$ cat src/rtl/fb_rect_fill_if.sv
// Command and framebuffer-write signal bundle for fb_rect_fill.
// The slave modport is the filler's view; the master modport is the driver/framebuffer side.
interface fb_rect_fill_if;
    logic        cmd_valid;
    logic        cmd_ready;
    logic [7:0]  cmd_x;
    logic [7:0]  cmd_y;
    logic [7:0]  cmd_w_m1;
    logic [7:0]  cmd_h_m1;
    logic [5:0]  cmd_color;
    logic        fb_we;
    logic        fb_ready;
    logic [15:0] fb_addr;
    logic [7:0]  fb_wdata;
    logic        busy;
    logic        done;

    modport slave (
        input  cmd_valid, cmd_x, cmd_y, cmd_w_m1, cmd_h_m1, cmd_color, fb_ready,
        output cmd_ready, fb_we, fb_addr, fb_wdata, busy, done
    );

    modport master (
        output cmd_valid, cmd_x, cmd_y, cmd_w_m1, cmd_h_m1, cmd_color, fb_ready,
        input  cmd_ready, fb_we, fb_addr, fb_wdata, busy, done
    );
endinterface

$ cat src/rtl/fb_rect_fill.sv
// Rectangle filler: walks a clipped x/y rectangle row by row, issuing one
// framebuffer write per pixel with fb_ready back-pressure, then pulses done.
module fb_rect_fill #(
    parameter logic [15:0] FB_BASE = 16'h0000
) (
    input  logic           clk,
    input  logic           rst,
    fb_rect_fill_if.slave  bus
);

    typedef enum logic [1:0] {
        IDLE,
        FILL,
        DONE
    } state_t;

    state_t      r_state;
    logic [7:0]  r_x0;
    logic [7:0]  r_x;
    logic [7:0]  r_y;
    logic [8:0]  r_xend;
    logic [8:0]  r_yend;
    logic [5:0]  r_color;
    logic        r_cmd_ready;
    logic        r_fb_we;
    logic        r_busy;
    logic        r_done;

    logic        w_last_col;
    logic        w_last_row;

    // End coordinates are 9 bits wide; the 8'hFF tests clip at the screen edge.
    assign w_last_col = ({1'b0, r_x} == r_xend) || (r_x == 8'hFF);
    assign w_last_row = ({1'b0, r_y} == r_yend) || (r_y == 8'hFF);

    always_ff @(posedge clk or posedge rst) begin
        if (rst) begin
            r_state     <= IDLE;
            r_x0        <= '0;
            r_x         <= '0;
            r_y         <= '0;
            r_xend      <= '0;
            r_yend      <= '0;
            r_color     <= '0;
            r_cmd_ready <= 1'b1;
            r_fb_we     <= 1'b0;
            r_busy      <= 1'b0;
            r_done      <= 1'b0;
        end else begin
            case (r_state)
                IDLE: begin
                    if (bus.cmd_valid) begin
                        r_x0        <= bus.cmd_x;
                        r_x         <= bus.cmd_x;
                        r_y         <= bus.cmd_y;
                        r_xend      <= {1'b0, bus.cmd_x} + {1'b0, bus.cmd_w_m1};
                        r_yend      <= {1'b0, bus.cmd_y} + {1'b0, bus.cmd_h_m1};
                        r_color     <= bus.cmd_color;
                        r_state     <= FILL;
                        r_cmd_ready <= 1'b0;
                        r_fb_we     <= 1'b1;
                        r_busy      <= 1'b1;
                    end
                end
                FILL: begin
                    if (bus.fb_ready) begin
                        if (w_last_col) begin
                            if (w_last_row) begin
                                r_state <= DONE;
                                r_fb_we <= 1'b0;
                                r_done  <= 1'b1;
                            end else begin
                                r_x <= r_x0;
                                r_y <= r_y + 8'd1;
                            end
                        end else begin
                            r_x <= r_x + 8'd1;
                        end
                    end
                end
                DONE: begin
                    r_state     <= IDLE;
                    r_done      <= 1'b0;
                    r_busy      <= 1'b0;
                    r_cmd_ready <= 1'b1;
                end
                default: begin
                    r_state     <= IDLE;
                    r_fb_we     <= 1'b0;
                    r_done      <= 1'b0;
                    r_busy      <= 1'b0;
                    r_cmd_ready <= 1'b1;
                end
            endcase
        end
    end

    assign bus.cmd_ready = r_cmd_ready;
    assign bus.fb_we     = r_fb_we;
    assign bus.busy      = r_busy;
    assign bus.done      = r_done;
    assign bus.fb_addr   = FB_BASE + {r_y, r_x};
    assign bus.fb_wdata  = {2'b00, r_color};

endmodule

$ cat src/flat_wrapper.sv
// flat-port wrapper written by rule: the top's interface ports become plain ports
module fb_rect_fill_flat 
#(
    parameter logic [15:0] FB_BASE = 16'h0000
)
  (clk, rst, bus_cmd_valid, bus_cmd_x, bus_cmd_y, bus_cmd_w_m1, bus_cmd_h_m1, bus_cmd_color, bus_fb_ready, bus_cmd_ready, bus_fb_we, bus_fb_addr, bus_fb_wdata, bus_busy, bus_done);
  fb_rect_fill_if bus_i ();
  input  logic clk;
  input  logic rst;
  input wire logic [$bits(bus_i.cmd_valid)-1:0] bus_cmd_valid;
  input wire logic [$bits(bus_i.cmd_x)-1:0] bus_cmd_x;
  input wire logic [$bits(bus_i.cmd_y)-1:0] bus_cmd_y;
  input wire logic [$bits(bus_i.cmd_w_m1)-1:0] bus_cmd_w_m1;
  input wire logic [$bits(bus_i.cmd_h_m1)-1:0] bus_cmd_h_m1;
  input wire logic [$bits(bus_i.cmd_color)-1:0] bus_cmd_color;
  input wire logic [$bits(bus_i.fb_ready)-1:0] bus_fb_ready;
  output wire logic [$bits(bus_i.cmd_ready)-1:0] bus_cmd_ready;
  output wire logic [$bits(bus_i.fb_we)-1:0] bus_fb_we;
  output wire logic [$bits(bus_i.fb_addr)-1:0] bus_fb_addr;
  output wire logic [$bits(bus_i.fb_wdata)-1:0] bus_fb_wdata;
  output wire logic [$bits(bus_i.busy)-1:0] bus_busy;
  output wire logic [$bits(bus_i.done)-1:0] bus_done;
  assign bus_i.cmd_valid = bus_cmd_valid;
  assign bus_i.cmd_x = bus_cmd_x;
  assign bus_i.cmd_y = bus_cmd_y;
  assign bus_i.cmd_w_m1 = bus_cmd_w_m1;
  assign bus_i.cmd_h_m1 = bus_cmd_h_m1;
  assign bus_i.cmd_color = bus_cmd_color;
  assign bus_i.fb_ready = bus_fb_ready;
  assign bus_cmd_ready = bus_i.cmd_ready;
  assign bus_fb_we = bus_i.fb_we;
  assign bus_fb_addr = bus_i.fb_addr;
  assign bus_fb_wdata = bus_i.fb_wdata;
  assign bus_busy = bus_i.busy;
  assign bus_done = bus_i.done;
  fb_rect_fill #(.FB_BASE(FB_BASE)) u_core (.clk(clk), .rst(rst), .bus(bus_i));
endmodule
$ cat config.mk
export PLATFORM = sky130hd
export DESIGN_NAME = fb_rect_fill_flat
export DESIGN_NICKNAME = d
export VERILOG_FILES = /design/src/rtl/fb_rect_fill_if.sv /design/src/rtl/fb_rect_fill.sv /design/src/flat_wrapper.sv
export SDC_FILE = /design/constraint.sdc
export NUM_CORES = 1
export LEC_CHECK = 0
export CORE_UTILIZATION = 55
export DETAILED_ROUTE_END_ITERATION = 8
export HOLD_SLACK_MARGIN = 0.15
export PLACE_DENSITY = 0.86
export SLEW_MARGIN = 20
export SYNTH_ARGS = -nofsm -noshare
export SYNTH_HDL_FRONTEND = slang
export SYNTH_SLANG_ARGS = --single-unit
$ cat constraint.sdc
create_clock -name clk -period 5.8 [get_ports clk]
set_clock_uncertainty 0.1 [all_clocks]
set_input_delay 1.16 -clock clk [delete_from_list [all_inputs] [get_ports clk]]
set_output_delay 1.16 -clock clk [all_outputs]
set_load 0.02 [all_outputs]
After elaboration in Yosys (flattened, before gate mapping)
Cells that the tools add are included.
- $add $sub $neg: 4
- multipliers: 0
- divide/modulo/power cells: 0
- $lt $le $gt $ge: 0
- eq/ne operators: 12
- shift operators: 0
- mux-type cells: 27
- bitwise gates (word level): 3
- reduce and logical (&&, ||, !) cells: 11
- operators by type and width (kind ; number):
    8-bit two-way mux ; 8
    8-bit one-hot mux with 2 select lines ; 2
    8-bit by 8-bit adder with 9-bit output ; 2
    8-bit by 9-bit == test with 1-bit output ; 2
    8-bit by 1-bit adder with 8-bit output (second input constant) ; 2
    8-bit == test (second input constant) ; 2
    4-bit AND reduction ; 3
    5-bit AND reduction ; 2
    1-bit two-way mux ; 8
    2-bit two-way mux ; 4
    2-bit inequality test (second input constant) ; 3
    1-bit one-hot mux with 2 select lines ; 3
    2-bit by 1-bit inequality test with 1-bit output (second input constant) ; 2
    2-bit one-hot mux with 2 select lines ; 1
    2-bit AND reduction ; 2
    3-bit inequality test (second input constant) ; 1
    1-bit NOT ; 3
    1-bit one-hot mux with 3 select lines ; 1
    2-bit by 1-bit == test with 1-bit output (second input constant) ; 1
    2-bit == test (second input constant) ; 1
    2-bit logical NOT ; 1
    1-bit logical OR ; 2
    2-bit nonzero test ; 1
- bits in registers: 54
- bits in latches: 0
- bits in writable memories: 0
- bits in read-only memories: 0
- input bits: 42
- output and inout port bits: 28
- word-level logic and storage cells: 68
- memories: 0

Longest topological paths before layout
Gate-level depths: netlist (run 1).
- depth in word-level cells: 6
- depth in mapped cells: 10
- mapped depth without buffers: 10

Worst setup path before layout (run 1)
Ideal clock, no wire load.
- path kind: input to register
- start: input port bus_cmd_h_m1[0]
- end: register u_core.r_yend[8]
- setup time: 137 ps
- arrival: 2654 ps
- data required time: 5563 ps
- path slack: 2910 ps
- stages on the path: 9
- buffers on the path: 0
- cell sequence: ha_1 fa_1 a21o_1 a21oi_1 o21bai_1 a21oi_1 o21bai_1 a21oi_1 a21oi_1
- word-level cells in the longest chain between the ends: 1
- ends and longest elaborated chain (what ; line ; text):
    start: declaration ; flat_wrapper.sv:14 ; input wire logic [$bits(bus_i.cmd_h_m1)-1:0] bus_cmd_h_m1;
    8-bit by 8-bit adder with 9-bit output ; fb_rect_fill.sv:57 ; r_yend <= {1'b0, bus.cmd_y} + {1'b0, bus.cmd_h_m1};
    end signal: assignment ; fb_rect_fill.sv:57 ;
    end: declaration ; fb_rect_fill.sv:22 ; logic [8:0] r_yend;
Every way passes these cells.
A chain may end at the register's enable or synchronous reset.

Worst setup path in the final report (run 1)
- start: input port bus_fb_ready
- end: register u_core.r_y[7]
- word-level cells in the longest chain between the ends: 2
- ends and longest elaborated chain (what ; line ; text):
    start: declaration ; flat_wrapper.sv:16 ; input wire logic [$bits(bus_i.fb_ready)-1:0] bus_fb_ready;
    2-bit inequality test (no source line) ; n/a ;
    5-bit AND reduction (no source line) ; n/a ;
    end signal: assignment ; fb_rect_fill.sv:55 ; r_y <= bus.cmd_y;
    end signal: assignment ; fb_rect_fill.sv:74 ; r_y <= r_y + 8'd1;
    end: declaration ; fb_rect_fill.sv:20 ; logic [7:0] r_y;
Every way passes these cells.

==> results of run 1 <==
## registers in the layout, summed over array words and instances, names as in the netlist, 2 cells and up
register	flops
u_core.r_x	8
u_core.r_state	2
u_core.r_x0	8
u_core.r_yend	9
u_core.r_color	6
u_core.r_y	8
u_core.r_xend	9
## final cells by class
class,instances,area share (%)
multi-input cells,288,43.8
flip-flops and latches,54,33.4
repair buffers,68,16.8
well taps,72,2.23
clock buffers,5,1.70
inverters,16,1.55
clock inverters,3,0.526
## layer usage
metal	global-route usage (%)	wire, um	vias to the layer above
li1	-	-	1399
met1	34.7	3310	1405
met2	48.9	4040	118
met3	5.52	540	18
met4	11.6	173	0
met5	0	0	-
## per-stage QoR
| stage | hold slack, ns | power [mW] | worst slack (ns) | std cells | utilization (%) |
|---|---|---|---|---|---|
| 6_report | 0.392 | 1.81 | 2.39 | 506 | 72.2 |
| 5_1_grt | 0.420 | 1.94 | 2.16 | 506 | 72.2 |
| 4_1_cts | 0.394 | 1.81 | 2.47 | 506 | 72.1 |
| 3_5_place_dp | 0.368 | 1.59 | 2.07 | 498 | 70.5 |
| 3_3_place_gp | 0.358 | 1.55 | 2.21 | 498 | 70.4 |
| 2_1_floorplan | 0.345 | 1.26 | 2.91 | 374 | - |
## cells by family (layout without fill, tap and decap cells)
kind of cell	Yosys count	count (layout)	synth area share, %
AOI/OAI and AO/OA	87	87	17.2
other	1	2	0.115
muxes	4	4	1.27
adders and majority gates	20	20	8.15
buffers and inverters	32	92	4.31
xor gates and xnor gates	29	29	7.80
and+or+nand+nor	146	146	19.6
DFF	54	54	41.6
## synth_stat cells (2+ instances only)
cell / instances
nand2_1: 86
dfrtp_1: 53
a21oi_1: 28
nor2_1: 24
xor2_1: 22
o21ai_0: 20
ha_1: 18
inv_1: 16
clkbuf_1: 11
nor3_1: 11
nand3_1: 10
xnor2_1: 7
a21o_1: 5
o211ai_1: 5
o31ai_1: 5
a31oi_1: 4
nand4_1: 4
o21a_1: 4
buf_4: 3
mux2i_1: 3
o21bai_1: 3
o22ai_1: 3
a311oi_1: 2
and3_1: 2
fa_1: 2
nor2_4: 2
nor2b_1: 2
nor4_1: 2
## report_power, final
group | total, mW | internal [mW] | leakage [nW] | switching, mW
Clock | 0.220 | 0.0853 | 0.0441 | 0.135
Sequential | 0.740 | 0.546 | 0.640 | 0.194
Combinational | 0.854 | 0.394 | 1.14 | 0.460
## how the worst max path moves through the flow
stage                        to  slack (ns)  depth (start not counted)            start
4_1_cts        u_core.r_yend[7]        2.47                          6     bus_fb_ready
3_3_place_gp      u_core.r_y[7]        2.21                          7    bus_cmd_valid
2_1_floorplan  u_core.r_yend[8]        2.91                          9  bus_cmd_h_m1[0]
6_report          u_core.r_y[7]        2.39                          7     bus_fb_ready
5_1_grt        u_core.r_yend[7]        2.16                          6     bus_fb_ready
3_5_place_dp   u_core.r_yend[7]        2.07                          6    bus_cmd_valid
## worst max-delay path, delay by kind of cell
kind	cells	cell delay, ns
AOI/OAI and AO/OA	3	0.98
buffers and inverters	2	0.91
and+or+nand+nor	2	0.45
==> out/metrics.cfg, run 1 <==
[run_status]
status=finished, final reports clean

[sta]
timing_hold_violations_final=0
fmax_ghz=0.293
setup_viol_count_final=0
fin_crit_sh_pct=58.8
relSlewSlack_pct=25.3
min_period_ns=3.41
rsz0062_at_grt=false
fin_setup_tns_ns=0
slew_violations=0
tightest_slew_ns=1.12

[critical_path]
cp_slowest_cell=a21oi_1
critPathCaptureType=register
worst-endpoint-required_ns=5.90
r2r_start=u_core.r_state[0]
critPathArrivalTime_ns=3.51
r2r_slack_ns=3.18
cpPeakStageDelay_ns=0.71
startpoint_type=primary input
path_cells=clkdlybuf4s50_1, nand2_1, a21oi_1, nand2_1, buf_4, o211ai_1, o311ai_1
reg2reg_depth=6
cpMostUsedCell=nand2_1
crit_path_max_fanout=42
reg2reg_to=u_core.r_y[7]
criticalPathCategory=in -> reg

[layout]
fillCellCount=461
final_area_mm2=0.00405
final_common_cell=nand2_1
final_cell_mix=86 x nand2_1, 67 x clkdlybuf4s50_1, 53 x dfrtp_1, 28 x a21oi_1, 23 x nor2_1
multi_input_area_mm2=0.00177
antenna_cells=0
area_growth_syn_to_layout_pct=24.3
final_layout_size_suffix_gt1_share_pct=3.92
regArea_mm2=0.00135
num-nets-final=495

[clock_tree]
cts_buffer_depth=2
cts_tree=done
h-tree-depth=2
cts_hold_buf=0
numClockSinks=54
cts_resized=0
post-cts-setup-buffers=0
clkTransAtPathRegs_ns=0.10
insertion_delay_ns=0.32
cts_buffers=5
cts-root-buf=clkbuf_8

[global_route]
grt_pass1_wl_mm=13.7
overflow=0
grt_use_total_pct=28.3
grt_pass1_vias=2975
antenna_found_initial=0
grt_max_degree=55

[power_and_ir_drop]
p_leak_nw=1.82
peakVddDrop_v=0.000245
p_per_area_mw_per_mm2=448

[yosys]
synth_edf_count=0
postSynthCellCount=373
ys_ff_latch=54
ys_seq_area_share_pct=41.6
synthArstFlopShare_pct=100
ys_types=44
ys_warn_count=0
yosys.area.top_type=dfrtp_1
synth.area.top_cells=dfrtp_1 41%, nand2_1 9.9%, ha_1 6.9%
synthesis.area_mm2=0.00325
synthFlopType=dfrtp_1
synthDominantCellAreaShare_pct=40.8
avgSynthCellArea_um2=8.72

[route]
drc=0
route.vias.total=2940
avgRoutedWirePerCell_um=15.9
detail-route-antenna-nets=0
firstDrtPassIters=4
drt_iter0_drc=277
vias_per_cell=5.81
routed_wirelength_mm=8.06

[die]
initial_core_util_pct=58.0
dieArea_mm2=0.00623
die_w_um=78.9
pin_count=70
std_cell_rows=27
coreArea_mm2=0.00561
die_y_um=78.9

[hold_path]
hold_depth=2
hold-path-endpoint=u_core.r_color[4]
min_path_type=reg -> reg
worstHoldStart=u_core.r_color[4]

[placement]
gp_congestion=0.810
dp_hpwl_mm=5.76
placedInstanceArea_mm2=0.00395
io_buffers=67

[job]
maxCapViolCount=0

Note: power is estimated with default switching activity, not from simulation.
==> run 2, diff against run 1 <==
Settings changed: CORE_UTILIZATION 55 to 46, PLACE_DENSITY 0.86 to 0.76.
Clock period 5.8 ns to 3 ns, I/O delays scaled along.
==> out/metrics.cfg, run 2 (synthesized netlist as in run 1, its figures left out) <==
[run_status]
status=finished, final reports clean

[sta]
fin_setup_tns_ns=0
setup_viol_count_final=0
slew_violations=0
rsz0062_at_grt=false
whs_ns=0.389
fin_crit_sh_pct=87.9
min_period_ns=2.64
timing_hold_violations_final=0
relSlewSlack_pct=59.6
tightest_slew_ns=0.605
fmax_ghz=0.379

[route]
firstDrtPassIters=5
detail-route-antenna-nets=0
avgRoutedWirePerCell_um=14.9
vias_per_cell=5.45
drt_iter0_drc=170
routed_wirelength_mm=8.04
drc=0
route.vias.total=2931

[layout]
num-nets-final=503
final_layout_size_suffix_gt1_share_pct=5.20
final_common_cell=nand2_1
regArea_mm2=0.00135
multi_input_area_mm2=0.00177
antenna_cells=0
final_cell_mix=86 x nand2_1, 67 x clkdlybuf4s50_1, 53 x dfrtp_1, 28 x a21oi_1, 24 x nor2_1
final_cells=538
reg.largest.list=u_core.r_xend (9), u_core.r_yend (9)
area_growth_syn_to_layout_pct=27.1
fillCellCount=619
post-route-util_pct=60.5

[placement]
dp_cells=530
dp_hpwl_mm=5.96
gp_congestion=0.844
io_buffers=67

[power_and_ir_drop]
peakVddDrop_v=0.000433
p_leak_nw=1.87
p_per_area_mw_per_mm2=848

[critical_path]
r2r_start=u_core.r_x[0]
critPathLaunch=bus_cmd_x[0]
critPathCaptureType=register
worst-endpoint-required_ns=3.13
criticalPathCategory=in -> reg
reg2reg_to=u_core.r_y[4]
startpoint_type=primary input
timing.critical_path.to=u_core.r_xend[8]
r2r_slack_ns=0.48
crit_path_max_fanout=3
critPathArrivalTime_ns=2.76
reg2reg_depth=9

[clock_tree]
cts-root-buf=clkbuf_8
h-tree-depth=2
cts_tree=done
cts_resized=0
cts_hold_buf=0
clkTransAtPathRegs_ns=0.10
insertion_delay_ns=0.31
post-cts-setup-buffers=0
cts_buffer_depth=2
cts_buffers=5
numClockSinks=54

[global_route]
grt_pass1_vias=2949
antenna_found_initial=0
overflow=0
grt_max_degree=29
grt_use_total_pct=23.6
grt_pass1_wl_mm=13.8

[die]
pin_count=70
coreArea_mm2=0.00683
die_y_um=86.1
std_cell_rows=30
dieArea_mm2=0.00741
die_w_um=86.1
initial_core_util_pct=47.6

[hold_path]
worstHoldStart=u_core.r_x0[5]
min_path_type=reg -> reg

[job]
maxCapViolCount=0

run 2: cell types whose count changed in the layout (fill, tap and decap cells not counted):
cell,delta
inv_2,+1
buf_12,+1
clkinvlp_4,-1
nor2_4,-1
clkbuf_1,+1
buf_4,+7
nor2_1,+1
inv_4,-1
run 2: area by class of cell:
| cell class | count | share of cell area [%] |
|---|---|---|
| clock buffers | 6 | 1.75 |
| clock inverters | 2 | 0.333 |
| inverters | 16 | 1.45 |
| multi-input cells | 288 | 42.7 |
| flip-flops and latches | 54 | 32.7 |
| well taps | 96 | 2.90 |
| repair buffers | 76 | 18.2 |
run 2: worst min-delay path by stage:
stage | to | slack (ns) | depth (start not counted)
2_1_floorplan | u_core.r_x0[5] | 0.34 | 2
3_5_place_dp | u_core.r_color[2] | 0.37 | 2
5_1_grt | u_core.bus.cmd_ready | 0.42 | 2
6_report | u_core.r_x0[5] | 0.39 | 2
4_1_cts | u_core.r_x0[5] | 0.39 | 2
3_3_place_gp | u_core.r_x0[2] | 0.36 | 2
run 2: per-layer routing:
layer	routed length [um]	share of wire (%)	global-route usage, %
met1	3570	44	31.9
met3	484	6.0	4.52
met5	0	0	0
met2	3910	49	39.5
met4	71	0.88	5.30
run 2: worst max-delay path, stage by stage:
cell and delay, ns:
clkdlybuf4s50_1 0.50, ha_1 0.20, inv_1 0.06, fa_1 0.41
nor2b_1 0.12, o21ai_0 0.09, a21oi_1 0.19, o21ai_0 0.12
a21oi_1 0.21, o21ai_0 0.10, a31oi_1 0.18
run 2: where the power goes:
group,switching [mW],leakage (nW),internal [mW],total [mW]
clock,0.241,0.0452,0.166,0.407
combinational,0.876,1.18,0.782,1.66
sequential,0.385,0.640,1.06,1.44
run 2: per-stage QoR:
step | total power, mW | instance area, um^2 | worst slack, ns
6_report | 3.51 | 4140 | 0.363
5_1_grt | 3.78 | 4140 | 0.0531
4_1_cts | 3.51 | 4140 | 0.355
3_5_place_dp | 3.10 | 4050 | 0.0520
3_3_place_gp | 3.04 | 4050 | 0.114
2_1_floorplan | 2.43 | 3260 | 0.670
==> run 3, diff against run 2 <==
Clock period 3 ns to 2.2 ns, I/O delays scaled along.
==> out/metrics.cfg, run 3 (synthesized netlist as in run 1, its figures left out) <==
[die]
dieArea_mm2=0.00741
initial_core_util_pct=47.6
die_y_um=86.1
die_w_um=86.1
std_cell_rows=30
coreArea_mm2=0.00683
pin_count=70

[placement]
dp_hpwl_mm=6.47
gp_congestion=0.889
io_buffers=67

[critical_path]
crit_family=buffers and inverters
cpPeakStageDelay_ns=0.42
startpoint_type=register
crit_path_max_fanout=8
critPathCaptureType=register
cpMostUsedCell=buf_12
critPathArrivalTime_ns=2.34
criticalPathCategory=reg -> reg
path_cells=ha_2, nand2_1, nor3_1, buf_4, a31oi_4, buf_12, nor2_4, a21oi_4, buf_12, buf_6, a22o_1
path_buf_inv=4
worst-endpoint-required_ns=2.31
cp_slowest_cell=dfrtp_1

[clock_tree]
h-tree-depth=2
cts_buffer_depth=2
numClockSinks=54
cts_tree=done
cts_hold_buf=0
clkTransAtPathRegs_ns=0.10
cts_buffers=5
insertion_delay_ns=0.31
cts-root-buf=clkbuf_8

[layout]
final_common_cell=nand2_1
final_cell_mix=84 x nand2_1, 60 x clkdlybuf4s50_1, 59 x buf_4, 52 x dfrtp_1, 23 x nor2_1
reg.largest.list=u_core.r_xend (9), u_core.r_yend (9)
fillCellCount=545
area_growth_syn_to_layout_pct=48.0
post-route-util_pct=70.5
multi_input_area_mm2=0.00189
final_layout_size_suffix_gt1_share_pct=22.5
num-nets-final=564
antenna_cells=0
regArea_mm2=0.00135

[route]
drt_iter0_drc=226
vias_per_cell=5.35
avgRoutedWirePerCell_um=15.6
routed_wirelength_mm=9.35
route.vias.total=3206
detail-route-antenna-nets=0
drc=0
firstDrtPassIters=4

[sta]
timing_hold_violations_final=0
rsz0062_at_grt=true
fmax_ghz=0.449
layout_setup_ws_ns=-0.0287
min_period_ns=2.23
slew_violations=0
setup_viol_count_final=3
fin_crit_sh_pct=101

[global_route]
grt_pass1_vias=3206
grt_pass1_wl_mm=14.5
antenna_found_initial=0
grt_max_degree=55
grt_use_total_pct=24.9
overflow=0

[run_status]
violations=setup timing
status=finished, violations left

[power_and_ir_drop]
peakVddDrop_v=0.000616
finalPower_mw=5.42
p_leak_nw=2.25
p_per_area_mw_per_mm2=1130

[hold_path]
min_path_type=in -> async

[job]
maxCapViolCount=0

[run 3: cell count changes in the layout (fill, tap and decap cells not counted), sizes merged]
cell / change
bufinv: +1
dlygate4sd2: +3
buf: +61
clkdlybuf4s50: -7
clkbuf: -1
dlymetal6s2s: +4
[run 3: layout make-up]
type	count	share of cell area, %
Inverter	16	1.25
Sequential cell	54	28.1
Timing Repair Buffer	137	26.7
Clock inverter	3	0.831
Clock buffer	5	1.43
Tap cell	96	2.49
Multi-Input combinational cell	288	39.2
[run 3: tightest hold or removal path, stage by stage]
cell and delay, ns:
clkdlybuf4s50_1 0.41, inv_2 0.07, buf_12 0.27
[run 3: where the power goes]
part           switching, mW  total [mW]  internal [mW]
Clock                  0.335       0.671          0.336
Combinational           1.45        2.86           1.42
Sequential             0.449        1.89           1.44
Total                   2.23        5.42           3.19
[run 3: through the flow]
step / area, um^2 / setup TNS, ns / hold slack (ns) / instances / setup WS, ns
3_3_place_gp: 4430 / -3.37 / 0.358 / 577 / -0.498
2_1_floorplan: 3260 / 0 / 0.345 / 374 / 0.0295
3_5_place_dp: 4430 / -4.13 / 0.365 / 577 / -0.565
4_1_cts: 4620 / 0 / 0.388 / 593 / 0.00308
6_report: 4820 / -0.0537 / 0.382 / 599 / -0.0287
5_1_grt: 4820 / -1.65 / 0.403 / 599 / -0.171
[run 3: final timing paths]
| path | slack [ns] | start | endpoint | cells past startpoint |
|---|---|---|---|---|
| max | -0.03 | u_core.r_x[1] | u_core.r_x[0] | 11 |
| min | 0.38 | rst | u_core.r_state[0] | 3 |
| max reg2reg | -0.03 | u_core.r_x[1] | u_core.r_x[0] | 11 |
| min reg2reg | 0.39 | u_core.r_color[4] | u_core.r_color[4] | 2 |
| max in group asynchronous | 1.34 | rst | u_core.bus.cmd_ready | 3 |
| min in group clk | 0.39 | u_core.r_color[4] | u_core.r_color[4] | 2 |
[run 3: what timing repair did]
| action | in CTS | in global routing |
|---|---|---|
| cloned | 0 | 0 |
| setup endpoints to repair | 9 | 23 |
| buffers inserted | 8 | 6 |
| resized for setup | 17 | 33 |
| hold endpoints to repair | 0 | 0 |
| pin swaps | 10 | 21 |
[run 3: per-layer routing]
metal	track usage (%)	vias to the layer above	share of wire (%)
met5	0	-	0
met2	43.1	111	51
met4	8.18	0	1.9
li1	-	1540	-
met3	5.49	19	5.4
met1	30.7	1536	42
